<file path="config.mk">
export PLATFORM = sky130hd
export DESIGN_NAME = rv32_multicycle_ctrl
export DESIGN_NICKNAME = d
export VERILOG_FILES = /design/src/rtl/rv32_ctrl_pkg.sv /design/src/rtl/rv32_ctrl_decode.sv /design/src/rtl/rv32_multicycle_ctrl.sv
export SDC_FILE = /design/constraint.sdc
export NUM_CORES = 1
export LEC_CHECK = 0
export ABC_AREA = 0
export CAP_MARGIN = 25
export CELL_PAD_IN_SITES_DETAIL_PLACEMENT = 1
export CELL_PAD_IN_SITES_GLOBAL_PLACEMENT = 2
export CORE_MARGIN = 1
export CORE_UTILIZATION = 20
export DETAILED_ROUTE_END_ITERATION = 16
export GPL_ROUTABILITY_DRIVEN = 0
export GPL_TIMING_DRIVEN = 0
export PLACE_DENSITY_LB_ADDON = 0.08
export SETUP_SLACK_MARGIN = 0.02
export SYNTH_ARGS = -nofsm -noshare
export SYNTH_HDL_FRONTEND = slang
export SYNTH_SLANG_ARGS = --single-unit
</file>
<file path="constraint.sdc">
create_clock -name clk -period 2 [get_ports clk]
set_clock_uncertainty 0.05 [all_clocks]
set_input_delay 0.4 -clock clk [delete_from_list [all_inputs] [get_ports clk]]
set_output_delay 0.4 -clock clk [all_outputs]
set_load 0.05 [all_outputs]
</file>
<file path="src/rtl/rv32_ctrl_pkg.sv">
// Shared constants for the RV32I multicycle control unit: opcodes, ALU ops,
// writeback selects, FSM states and the decoded control vector.
package rv32_ctrl_pkg;

    localparam logic [6:0] OP_TYPE_R  = 7'b0110011;
    localparam logic [6:0] OP_TYPE_I  = 7'b0010011;
    localparam logic [6:0] OP_TYPE_L  = 7'b0000011;
    localparam logic [6:0] OP_TYPE_S  = 7'b0100011;
    localparam logic [6:0] OP_TYPE_B  = 7'b1100011;
    localparam logic [6:0] OP_TYPE_LU = 7'b0110111;
    localparam logic [6:0] OP_TYPE_AU = 7'b0010111;
    localparam logic [6:0] OP_TYPE_J  = 7'b1101111;
    localparam logic [6:0] OP_TYPE_JL = 7'b1100111;

    localparam logic [3:0] ADD  = 4'b0000;
    localparam logic [3:0] SUB  = 4'b1000;
    localparam logic [3:0] SLL  = 4'b0001;
    localparam logic [3:0] SLT  = 4'b0010;
    localparam logic [3:0] SLTU = 4'b0011;
    localparam logic [3:0] XOR  = 4'b0100;
    localparam logic [3:0] SRL  = 4'b0101;
    localparam logic [3:0] SRA  = 4'b1101;
    localparam logic [3:0] OR   = 4'b0110;
    localparam logic [3:0] AND  = 4'b0111;

    localparam logic [2:0] RFWD_ALU   = 3'd0;
    localparam logic [2:0] RFWD_BUS   = 3'd1;
    localparam logic [2:0] RFWD_IMM   = 3'd2;
    localparam logic [2:0] RFWD_PCIMM = 3'd3;
    localparam logic [2:0] RFWD_PC4   = 3'd4;

    typedef enum logic [3:0] {
        FETCH, DECODE,
        R_EXE, I_EXE, B_EXE, LU_EXE, AU_EXE, J_EXE, JL_EXE,
        L_EXE, S_EXE, L_MEM, S_MEM, L_WB,
        ILL
    } ctrl_state_e;

    typedef struct packed {
        logic       pc_en;
        logic       rf_we;
        logic       alu_src;
        logic [3:0] alu_ctrl;
        logic [2:0] rfwd_sel;
        logic       branch;
        logic       jal;
        logic       jalr;
        logic       bus_req;
        logic       bus_we;
        logic [2:0] bus_size;
        logic       illegal;
    } ctrl_out_t;

endpackage

</file>
<file path="src/rtl/rv32_ctrl_decode.sv">
// Moore output decode: FSM state plus instruction fields to the control vector.
// CU_ILLEGAL_TRAP_EN makes the ILL state raise the illegal flag.
module rv32_ctrl_decode
    import rv32_ctrl_pkg::*;
(
    input  ctrl_state_e state,
    input  logic [2:0]  funct3,
    input  logic        instr_b30,
    output ctrl_out_t   ctrl
);

    always_comb begin
        ctrl = '0;
        ctrl.alu_ctrl = ADD;
        ctrl.rfwd_sel = RFWD_ALU;
        case (state)
            FETCH: ctrl.pc_en = 1'b1;
            R_EXE: begin
                ctrl.alu_ctrl = {instr_b30, funct3};
                ctrl.rf_we    = 1'b1;
            end
            I_EXE: begin
                ctrl.alu_src  = 1'b1;
                // bit 30 of an I-type is immediate data except for SRAI/SRLI
                ctrl.alu_ctrl = (funct3 == 3'b101) ? {instr_b30, funct3} : {1'b0, funct3};
                ctrl.rf_we    = 1'b1;
            end
            B_EXE: begin
                ctrl.alu_ctrl = {1'b0, funct3};
                ctrl.branch   = 1'b1;
            end
            LU_EXE: begin
                ctrl.rfwd_sel = RFWD_IMM;
                ctrl.rf_we    = 1'b1;
            end
            AU_EXE: begin
                ctrl.rfwd_sel = RFWD_PCIMM;
                ctrl.rf_we    = 1'b1;
            end
            J_EXE: begin
                ctrl.jal      = 1'b1;
                ctrl.rfwd_sel = RFWD_PC4;
                ctrl.rf_we    = 1'b1;
            end
            JL_EXE: begin
                ctrl.jal      = 1'b1;
                ctrl.jalr     = 1'b1;
                ctrl.rfwd_sel = RFWD_PC4;
                ctrl.rf_we    = 1'b1;
            end
            L_EXE, S_EXE: ctrl.alu_src = 1'b1;
            L_MEM: begin
                ctrl.bus_req  = 1'b1;
                ctrl.bus_size = funct3;
            end
            S_MEM: begin
                ctrl.bus_req  = 1'b1;
                ctrl.bus_we   = 1'b1;
                ctrl.bus_size = funct3;
            end
            L_WB: begin
                ctrl.rfwd_sel = RFWD_BUS;
                ctrl.rf_we    = 1'b1;
            end
            ILL: begin
`ifdef CU_ILLEGAL_TRAP_EN
                ctrl.illegal = 1'b1;
`else
                ctrl.illegal = 1'b0;
`endif
            end
            default: ctrl = '0;
        endcase
    end

endmodule

</file>
<file path="src/rtl/rv32_multicycle_ctrl.sv">
// RV32I multicycle control FSM with data-bus handshake and wait timeout.
// Define CU_ILLEGAL_TRAP_EN to make illegal opcodes a terminal trap.
module rv32_multicycle_ctrl
    import rv32_ctrl_pkg::*;
#(
    parameter int BUS_WAIT_MAX = 255
) (
    input  logic        clk,
    input  logic        reset,
    input  logic [31:0] instrCode,
    output logic        PCEn,
    output logic        regFileWe,
    output logic        aluSrcMuxSel,
    output logic [3:0]  aluControl,
    output logic [2:0]  RFWDSrcMuxSel,
    output logic        branch,
    output logic        jal,
    output logic        jalr,
    output logic        busReq,
    output logic        busWe,
    output logic [2:0]  busSize,
    input  logic        busReady,
    output logic        busErr,
    output logic        illegal
);

    localparam int CNT_W = (BUS_WAIT_MAX > 1) ? $clog2(BUS_WAIT_MAX + 1) : 1;

    ctrl_state_e      state_q, state_d;
    logic [CNT_W-1:0] wait_cnt_q, wait_cnt_d;
    logic             in_mem;
    logic             timeout;
    ctrl_out_t        dec;
    logic [6:0]       opcode;
    logic             unused_instr_bits;

    assign opcode = instrCode[6:0];
    // Operand/immediate fields belong to the datapath, not the controller
    assign unused_instr_bits = ^{instrCode[31], instrCode[29:15], instrCode[11:7]};

    assign in_mem  = (state_q == L_MEM) || (state_q == S_MEM);
    assign timeout = (BUS_WAIT_MAX > 0) && in_mem && !busReady
                     && (wait_cnt_q == CNT_W'(BUS_WAIT_MAX - 1));

    always_comb begin
        state_d    = state_q;
        wait_cnt_d = '0;
        case (state_q)
            FETCH: state_d = DECODE;
            DECODE: begin
                case (opcode)
                    OP_TYPE_R:  state_d = R_EXE;
                    OP_TYPE_I:  state_d = I_EXE;
                    OP_TYPE_B:  state_d = B_EXE;
                    OP_TYPE_L:  state_d = L_EXE;
                    OP_TYPE_S:  state_d = S_EXE;
                    OP_TYPE_LU: state_d = LU_EXE;
                    OP_TYPE_AU: state_d = AU_EXE;
                    OP_TYPE_J:  state_d = J_EXE;
                    OP_TYPE_JL: state_d = JL_EXE;
                    default:    state_d = ILL;
                endcase
            end
            L_EXE: state_d = L_MEM;
            S_EXE: state_d = S_MEM;
            L_MEM, S_MEM: begin
                // busReady in the timeout cycle still counts as completion
                if (busReady)
                    state_d = (state_q == L_MEM) ? L_WB : FETCH;
                else if (timeout)
                    state_d = FETCH;
                else
                    wait_cnt_d = wait_cnt_q + CNT_W'(1);
            end
            ILL: begin
`ifdef CU_ILLEGAL_TRAP_EN
                state_d = ILL;
`else
                state_d = FETCH;
`endif
            end
            default: state_d = FETCH;
        endcase
    end

    always_ff @(posedge clk or posedge reset) begin
        if (reset) begin
            state_q    <= FETCH;
            wait_cnt_q <= '0;
        end else begin
            state_q    <= state_d;
            wait_cnt_q <= wait_cnt_d;
        end
    end

    rv32_ctrl_decode u_decode (
        .state     (state_q),
        .funct3    (instrCode[14:12]),
        .instr_b30 (instrCode[30]),
        .ctrl      (dec)
    );

    // Gating by reset drops every request immediately, even mid-transfer
    assign PCEn          = !reset && dec.pc_en;
    assign regFileWe     = !reset && dec.rf_we;
    assign aluSrcMuxSel  = !reset && dec.alu_src;
    assign aluControl    = reset ? ADD : dec.alu_ctrl;
    assign RFWDSrcMuxSel = reset ? RFWD_ALU : dec.rfwd_sel;
    assign branch        = !reset && dec.branch;
    assign jal           = !reset && dec.jal;
    assign jalr          = !reset && dec.jalr;
    assign busReq        = !reset && dec.bus_req;
    assign busWe         = !reset && dec.bus_we;
    assign busSize       = reset ? 3'b000 : dec.bus_size;
    assign busErr        = !reset && timeout;
    assign illegal       = !reset && dec.illegal;

endmodule

</file>
### Word level (Yosys, flattened, before mapping)

Cells that the tools add are included.

* reductions and logical operators: 19
* muxes and demuxes: 23
* add/sub/neg operators: 1
* eq/ne operators: 25

Operators by type and width (count)
* 4-bit case mux with 9 select lines: 1
* 4-bit equality test (second input constant): 6
* 8-bit 2-to-1 mux: 3
* 7-bit by 6-bit equality test with 1-bit output (second input constant): 3
* 7-bit equality test (second input constant): 3
* 4-bit 2-to-1 mux: 5
* 4-bit case mux with 5 select lines: 1
* 4-bit by 3-bit equality test with 1-bit output (second input constant): 4
* 7-bit by 5-bit equality test with 1-bit output (second input constant): 2
* 3-bit case mux with 4 select lines: 1
* 4-bit case mux with 3 select lines: 1
* 1-bit logical AND: 11
* 3-bit 2-to-1 mux: 3
* 8-bit by 1-bit adder with 8-bit output (second input constant): 1
* 4-bit by 2-bit equality test with 1-bit output (second input constant): 2
* 8-bit equality test (second input constant): 1
* 1-bit 2-to-1 mux: 8
* 7-bit by 2-bit equality test with 1-bit output (second input constant): 1
* 7-bit OR reduction: 1
* 4-bit by 1-bit equality test with 1-bit output (second input constant): 1
* 4-bit zero test: 1
* 2-bit OR reduction: 2
* 3-bit equality test (second input constant): 1
* 3-bit by 1-bit inequality test with 1-bit output (second input constant): 1
* 3 further kinds: 4

* logic and storage cells: 70
* input bits: 35
* flip-flop bits (word level): 12
* output and inout port bits: 20

### Logic depth before layout (Yosys ltp)

Gate-level depths: netlist (run 1).

* word-level depth: 7
* depth in mapped cells: 7
* gate-level depth less buffers: 6

### By module

A second synthesis (run 1) with hierarchy kept.

* cell total of the unflattened synthesis: 145
* area total of the unflattened synthesis: 1186.1 um^2

Modules (own cells, without submodules)
* rv32_multicycle_ctrl: times used 1, cells an instance 107, area an instance 913.4 um^2
* rv32_ctrl_decode: times used 1, cells an instance 38, area an instance 272.8 um^2

### Worst setup path after synthesis (run 1)

No wires, ideal clock.

* path kind: input to output
* from: input port reset
* to: output port aluControl[3]
* arrival time: 3379 ps
* stages: 3
* path slack: -1829 ps
* data required time: 1550 ps
* path through: clkbuf_1 or2_2 a2111oi_0

* word-level cells in the longest chain between the ends: 1

RTL lines
* start, declared: line rv32_multicycle_ctrl.sv:9 `input logic reset,`
* 4-bit 2-to-1 mux: line rv32_multicycle_ctrl.sv:107 `assign aluControl = reset ? ADD : dec.alu_ctrl;`
* end, declared: line rv32_multicycle_ctrl.sv:14 `output logic [3:0] aluControl,`

Every way passes these cells.

### Final worst setup path (run 1)

* from: register state_q[0]
* to: output port aluControl[1]

* word-level cells in the longest chain between the ends: 3

RTL lines
* start, declared: line rv32_multicycle_ctrl.sv:29 `ctrl_state_e state_q, state_d;`
* start signal, assigned: line rv32_multicycle_ctrl.sv:91 `state_q <= state_d;`
* 4-bit by 3-bit equality test with 1-bit output / 4-bit by 2-bit equality test with 1-bit output (equally long branches): line rv32_ctrl_decode.sv:16 `case (state)`
* 4-bit case mux with 3 select lines *: line rv32_ctrl_decode.sv:16
* 4-bit 2-to-1 mux *: line rv32_multicycle_ctrl.sv:107

Every way passes the cells marked *; elsewhere a longest branch is shown, timed or not.

==> results of run 1 <==
## synth_stat cells, types with 2 or more instances
library cell / instances / area [um2]
nor3b_1: 5 / 37.5
nor2b_1: 2 / 12.5
inv_1: 4 / 15.0
or2_2: 3 / 18.8
ha_1: 2 / 25.0
and3_1: 2 / 12.5
or3_1: 2 / 12.5
xor2_1: 6 / 52.6
nor4_1: 2 / 12.5
nand3b_1: 3 / 22.5
nand4_1: 4 / 25.0
clkbuf_1: 5 / 18.8
and2_1: 6 / 37.5
nor3_1: 2 / 10.0
nand2b_1: 3 / 18.8
nand3_1: 7 / 35.0
a21oi_1: 5 / 25.0
buf_4: 2 / 15.0
nand2_1: 4 / 15.0
o21ai_0: 4 / 20.0
nor2_1: 15 / 56.3
dfrtp_1: 12 / 300
xnor2_1: 2 / 17.5
## registers in the layout, summed over array words and instances (netlist names)
signal	flops
wait_cnt_q	8
state_q	4
## timing repair
item	CTS	global route
setup endpoints to repair	19	20
pin swaps	8	13
hold endpoints to repair	0	0
hold buffers	0	0
gates resized for setup	156	38
setup buffers	14	8
## report_power, final
group / switching (mW) / internal [mW]
Combinational: 0.680 / 0.626
Sequential: 0.0542 / 0.285
Clock: 0.0896 / 0.174
Total: 0.823 / 1.08
## stage by stage
stage	cell area, um2	util (%)	total power [mW]	setup TNS, ns
floorplan	1030	-	0.930	-2.54
global placement	1430	30.3	1.17	-10.67
detailed placement	1430	30.3	1.18	-11.11
CTS	1690	35.8	1.70	-0.117
global route	1860	39.4	2.03	-0.649
finish	1860	39.4	1.91	-0.0722
## layout make-up
| type | count | area share, % |
|---|---|---|
| repair buffers | 53 | 27.2 |
| inverters | 4 | 1.01 |
| well taps | 67 | 4.51 |
| multi-input cells | 98 | 44.1 |
| clock buffers | 4 | 2.96 |
| plain buffers | 7 | 3.84 |
| flip-flops and latches | 12 | 16.4 |
## cells by family (layout without fill, tap and decap cells)
family,after synthesis,in the layout
and+or+nand+nor,65,65
xor gates and xnor gates,8,8
DFF,12,12
muxes,1,1
buffers and inverters,11,68
other,1,1
adders and majority gates,2,2
AOI/OAI and AO/OA,21,21
## path summary, 6_finish.rpt
| check | slack [ns] | cells after the start | to |
|---|---|---|---|
| min in group clk | 0.50 | 2 | wait_cnt_q[0] |
| hold reg to reg | 0.50 | 2 | wait_cnt_q[0] |
| max in group asynchronous | 1.44 | 3 | state_q[1] |
| setup reg to reg | 0.30 | 6 | state_q[2] |
| setup / recovery | -0.02 | 6 | aluControl[1] |
| hold / removal | 0.29 | 3 | wait_cnt_q[7] |
## tightest hold or removal path, stage by stage
cell,delay (ns)
clkbuf_4,0.21
clkinvlp_4,0.12
buf_4,0.20
## metal layers
metal / share of wire [%] / wire length [um]
met1: 43 / 1440
met2: 53 / 1770
met3: 3.0 / 99
met4: 0.69 / 23
met5: 0 / 0
==> results.md, run 1 <==
- Status: finished, violations left
- Failing checks: negative setup slack
- GRT met3 Usage: 1.67%
- Clock transition at path regs: 0.05 ns
- Port bufs: 31
- Core Rows: 25
- Diodes inserted: 0
- Compound-cell area share of the yosys netlist: 15.4%
- Clock Latency Late Sink: 0.24 ns
- EDFF count, synth: 0
- Critical Path RT: about 1.6 ns
- Slew Viols, Final: 0
- Post-route ant nets: 0
- DR iter-0 viols: 21
- CTS tree: built
- Busiest grt layer: met2
- Final nets: 216
- Met1 Use GR: between 15 and 20%
- P_leak: 0.759 nW
- Most common cell on crit path: buf_6
- Filler instances: 534
- I/O pin count: 55
- DP HPWL: 2390 um
- Synth Flop Type: dfrtp_1
- Combinational family with the most area after synthesis: simple AND/OR/NAND/NOR gates
- Post-Synth XOR/XNOR Area: 7.14%
- Via count: between 1000 and 1500
- Crit-path cells: buf_6 -> nor2_4 -> nand2_2 -> a21oi_4 -> and2_1 -> buf_6
- Flops & latches, synth: 12
- Setup ws final: -0.0212 ns
- Hold WC Path Type: input port to asynchronous set/reset pin
- Crit path max-delay family: flip-flops
- Syn_area_per_cell: just over 8 um2
- CP bufs+invs: 2
- Max Root-Sink Buffers: 2
- Drt wl/cell: 13.6 um
- Core footprint: 4720 um2
- FF+latch area: 305 um2
- Post-synthesis adder-cell area fraction: 2.55%
- Sequential element share of the synthesized area: 30.6%
- Layout cells sized above 1: 51.7%
- Die X: around 72 um
- Net count after synthesis: 158
- Die Ht: 72.0 um
- Vias in the first global route: between 1000 and 1500
- Crit Path Category: flip-flop to primary output
- Initial antenna violation count: 0
- Post-Layout Cell Count: roughly 250
- Post-Syn Instances: 121
- Detailed Route WL: about 3300 um
- Multi-input combinational cell area: 820 um2
- Minimum hold slack: 0.292 ns
- Starting density of the core: around 21%
- CTS Sinks: 12
- Die ar.: 5190 um2
- Power density over the cells: 1030 nW/um2
- Largest net degree at the start of global routing: 13
- FMAX: 495 MHz
- Met2 usage: 24.3%
- Simple-gate portion of the synthesized area: between 30% and 40%
- R2R Path Start: state_q[0]
- Netlist cell types: 42
- Tcrit/Tclk final: 101%
- Dpl ws: -0.776 ns
- Most frequent cells in the layout: buf_4, buf_6, nor2_1
- Post-synthesis mux area share: 1.15%
- First-pass GRT wire length: 5420 um
- Vias/cell: 4.53
- Tmin final: 2.02 ns
- Mapped cell area: 981 um2
- Maxcap violations: 0
- Startpoint class of the critical path: flip-flop
- Overflow after GRT: 0
- Final Hold Viols: 0
- CP Capture Type: primary output
- CTS buffer count: 3
- Max rail drop VDD: approximately 0.40 mV
- Critical path peak fanout: 4
- Max H-tree Level: 1
- CTS root buf: clkbuf_8
- CP max stage delay: 0.45 ns
- Leading cell type in the layout, fill and taps excluded: buf_4
- Placed insts: 219
- RSZ-0062 raised after global routing: true
- GRT Overall Usage: 13.1%
- Setup violators final: 6
- Crit path launch: state_q[0]
- Synth warn: 0
- Highest-delay cell along the critical path: dfrtp_2
- DRC: 0
- Synth async-reset ratio: 100%
- WP data arrival: roughly 1.6 ns
- Drt first pass iters: 4
- Synthesis-to-layout area growth: 89.5%
Power figures use the tool's default switching activity.
==> run 2, diff against run 1 <==
--- a/config.mk
+++ b/config.mk
@@ -6,7 +6,6 @@
 export NUM_CORES = 1
 export LEC_CHECK = 0
 export ABC_AREA = 0
-export CAP_MARGIN = 25
 export CELL_PAD_IN_SITES_DETAIL_PLACEMENT = 1
 export CELL_PAD_IN_SITES_GLOBAL_PLACEMENT = 2
 export CORE_MARGIN = 1
@@ -14,7 +13,7 @@
 export DETAILED_ROUTE_END_ITERATION = 16
 export GPL_ROUTABILITY_DRIVEN = 0
 export GPL_TIMING_DRIVEN = 0
-export PLACE_DENSITY_LB_ADDON = 0.08
+export PLACE_DENSITY_LB_ADDON = 0.1
 export SETUP_SLACK_MARGIN = 0.02
 export SYNTH_ARGS = -nofsm -noshare
 export SYNTH_HDL_FRONTEND = slang
==> results.md, run 2 (synthesized netlist as in run 1, its figures left out) <==
- Port bufs: 31 (unchanged)
- Final instance area: 1720 um2 (-7.3%)
- GRT Overall Usage: 12.2% (-0.92 points)
- I/O pin count: 55 (unchanged)
- RSZ-0062 raised after global routing: true
- Max H-tree Level: 1 (unchanged)
- Crit Path Category: flip-flop to primary output
- Maxcap violations: 0 (unchanged)
- Critical path peak fanout: 5 (+1)
- Diodes inserted: 0 (unchanged)
- P_leak: 0.705 nW (-7.1%)
- Max Root-Sink Buffers: 2 (unchanged)
- Startpoint class of the critical path: flip-flop
- Detailed Route WL: 3070 um (-7.9%)
- Largest regs: wait_cnt_q x8, state_q x4
- Minimum hold slack: 0.281 ns (-0.0114 ns)
- Critical Path RT: 1.55 ns (about the same)
- CTS buffer count: 3 (unchanged)
- Max rail drop VDD: 0.458 mV (+16%)
- Die X: 72.0 um (unchanged)
- Initial antenna violation count: 0 (unchanged)
- Slew Viols, Final: 0 (unchanged)
- Largest register FFs: 8 (unchanged)
- Hold WC Path Type: input port to asynchronous set/reset pin
- Clock transition at path regs: 0.05 ns (about the same)
- Most frequent cells in the layout: buf_4, nor2_1, clkdlybuf4s50_1, buf_6, dfrtp_1
- CTS root buf: clkbuf_8
- Core footprint: 4720 um2 (unchanged)
- Overflow after GRT: 0 (unchanged)
- Clock Latency Late Sink: 0.23 ns (about the same)
- Setup violators final: 5 (-1)
- CTS tree: built
- FMAX: 497 MHz (+0.37%)
- Leading cell type in the layout, fill and taps excluded: buf_4
- Layout cells sized above 1: 45.0% (-6.7 points)
- Power density over the cells: 972 nW/um2 (-5.3%)
- Tcrit/Tclk final: 101% (-0.37 points)
- Largest net degree at the start of global routing: 13 (unchanged)
- WP data arrival: 1.56 ns (about the same)
- First-pass GRT wire length: 5060 um (-6.6%)
- Drt wl/cell: 13.0 um (-4.4%)
- CTS Sinks: 12 (unchanged)
- CP Capture Type: primary output
- Area of placed instances: 1430 um2 (unchanged)
- DR iter-0 viols: 10 (-52%)
- Starting density of the core: 20.8% (unchanged)
- Vias in the first global route: 1084 (-8.9%)
- Core Rows: 25 (unchanged)
- Die Ht: 72.0 um (unchanged)
- Setup ws final: -0.0137 ns (+0.00750 ns)
- Status: finished, violations left
- Via count: 1079 (-2.9%)
- Die ar.: 5190 um2 (unchanged)
- Final Hold Viols: 0 (unchanged)
- Tmin final: 2.01 ns (-0.00750 ns)
- Vias/cell: 4.57 (+0.82%)
- Drt first pass iters: 2 (-2)
- Largest Register: wait_cnt_q
- Final nets: 208 (-3.7%)
- Dpl ws: -0.746 ns (+0.0292 ns)
- DP HPWL: 2240 um (-6.6%)
- Post-layout util: 36.5% (-2.9 points)
- DRC: 0 (unchanged)
- Post-route ant nets: 0 (unchanged)
- Failing checks: negative setup slack
- Synthesis-to-layout area growth: 75.8%
## run 2: cell count changes in the layout (fill, tap and decap cells not counted), sizes merged
cell	before	now
buf	45	36
## run 2: through the flow
step / TNS (ns) / total power, mW / cells
2_1_floorplan: -2.54 / 0.930 / 121
3_3_place_gp: -10.36 / 1.16 / 219
3_5_place_dp: -10.98 / 1.17 / 219
4_1_cts: -0.273 / 1.51 / 229
5_1_grt: -0.648 / 1.79 / 236
6_report: -0.0462 / 1.68 / 236
## run 2: timing repair
item,in CTS,in global routing
gates resized for setup,153,20
setup buffers,7,7
pin swaps,6,9
hold buffers,0,0
endpoints found under the setup margin,19,19
## run 2: worst max-delay path, cell delays in order (launching register included)
cell	delay, ns
dfrtp_2	0.43
nand2b_4	0.16
or3_4	0.41
a21oi_2	0.16
buf_6	0.17
## run 2: final timing paths
path / cells past startpoint / slack (ns) / from / end
min in group clk: 2 / 0.48 / wait_cnt_q[1] / wait_cnt_q[1]
max: 4 / -0.01 / state_q[2] / jal
max reg2reg: 5 / 0.34 / state_q[2] / state_q[2]
max in group asynchronous: 3 / 1.45 / reset / state_q[1]
min: 3 / 0.28 / reset / wait_cnt_q[1]
min reg2reg: 2 / 0.48 / wait_cnt_q[1] / wait_cnt_q[1]
## run 2: layout make-up
class	instances	area, um2
fill	551	3000
buffer	7	73.8
timing repair buffer	45	410
tap	67	83.8
multi-input combinational	98	791
inverter	4	18.8
sequential	12	305
clock buffer	3	41.3
## run 2: where the power goes
group / internal [mW] / switching (mW) / total (mW)
Sequential: 0.285 / 0.0685 / 0.354
Clock: 0.132 / 0.0787 / 0.211
Combinational: 0.502 / 0.610 / 1.11
Total: 0.919 / 0.757 / 1.68
## run 2: per-layer routing
| layer | part of all wire, % | global-route usage (%) | vias to the layer above |
|---|---|---|---|
| met2 | 48 | 20.9 | 28 |
| met3 | 4.0 | 2.22 | 2 |
| met5 | 0 | 0 | - |
| met4 | 0.29 | 1.31 | 0 |
| li1 | - | - | 534 |
| met1 | 47 | 16.4 | 515 |
==> run 3, diff against run 2 <==
--- a/config.mk
+++ b/config.mk
@@ -15,6 +15,7 @@
 export GPL_TIMING_DRIVEN = 0
 export PLACE_DENSITY_LB_ADDON = 0.1
 export SETUP_SLACK_MARGIN = 0.02
+export SLEW_MARGIN = 30
 export SYNTH_ARGS = -nofsm -noshare
 export SYNTH_HDL_FRONTEND = slang
 export SYNTH_SLANG_ARGS = --single-unit
==> results of run 3 <==
The final DEF is identical to that of run 2; final timing and power are the same.
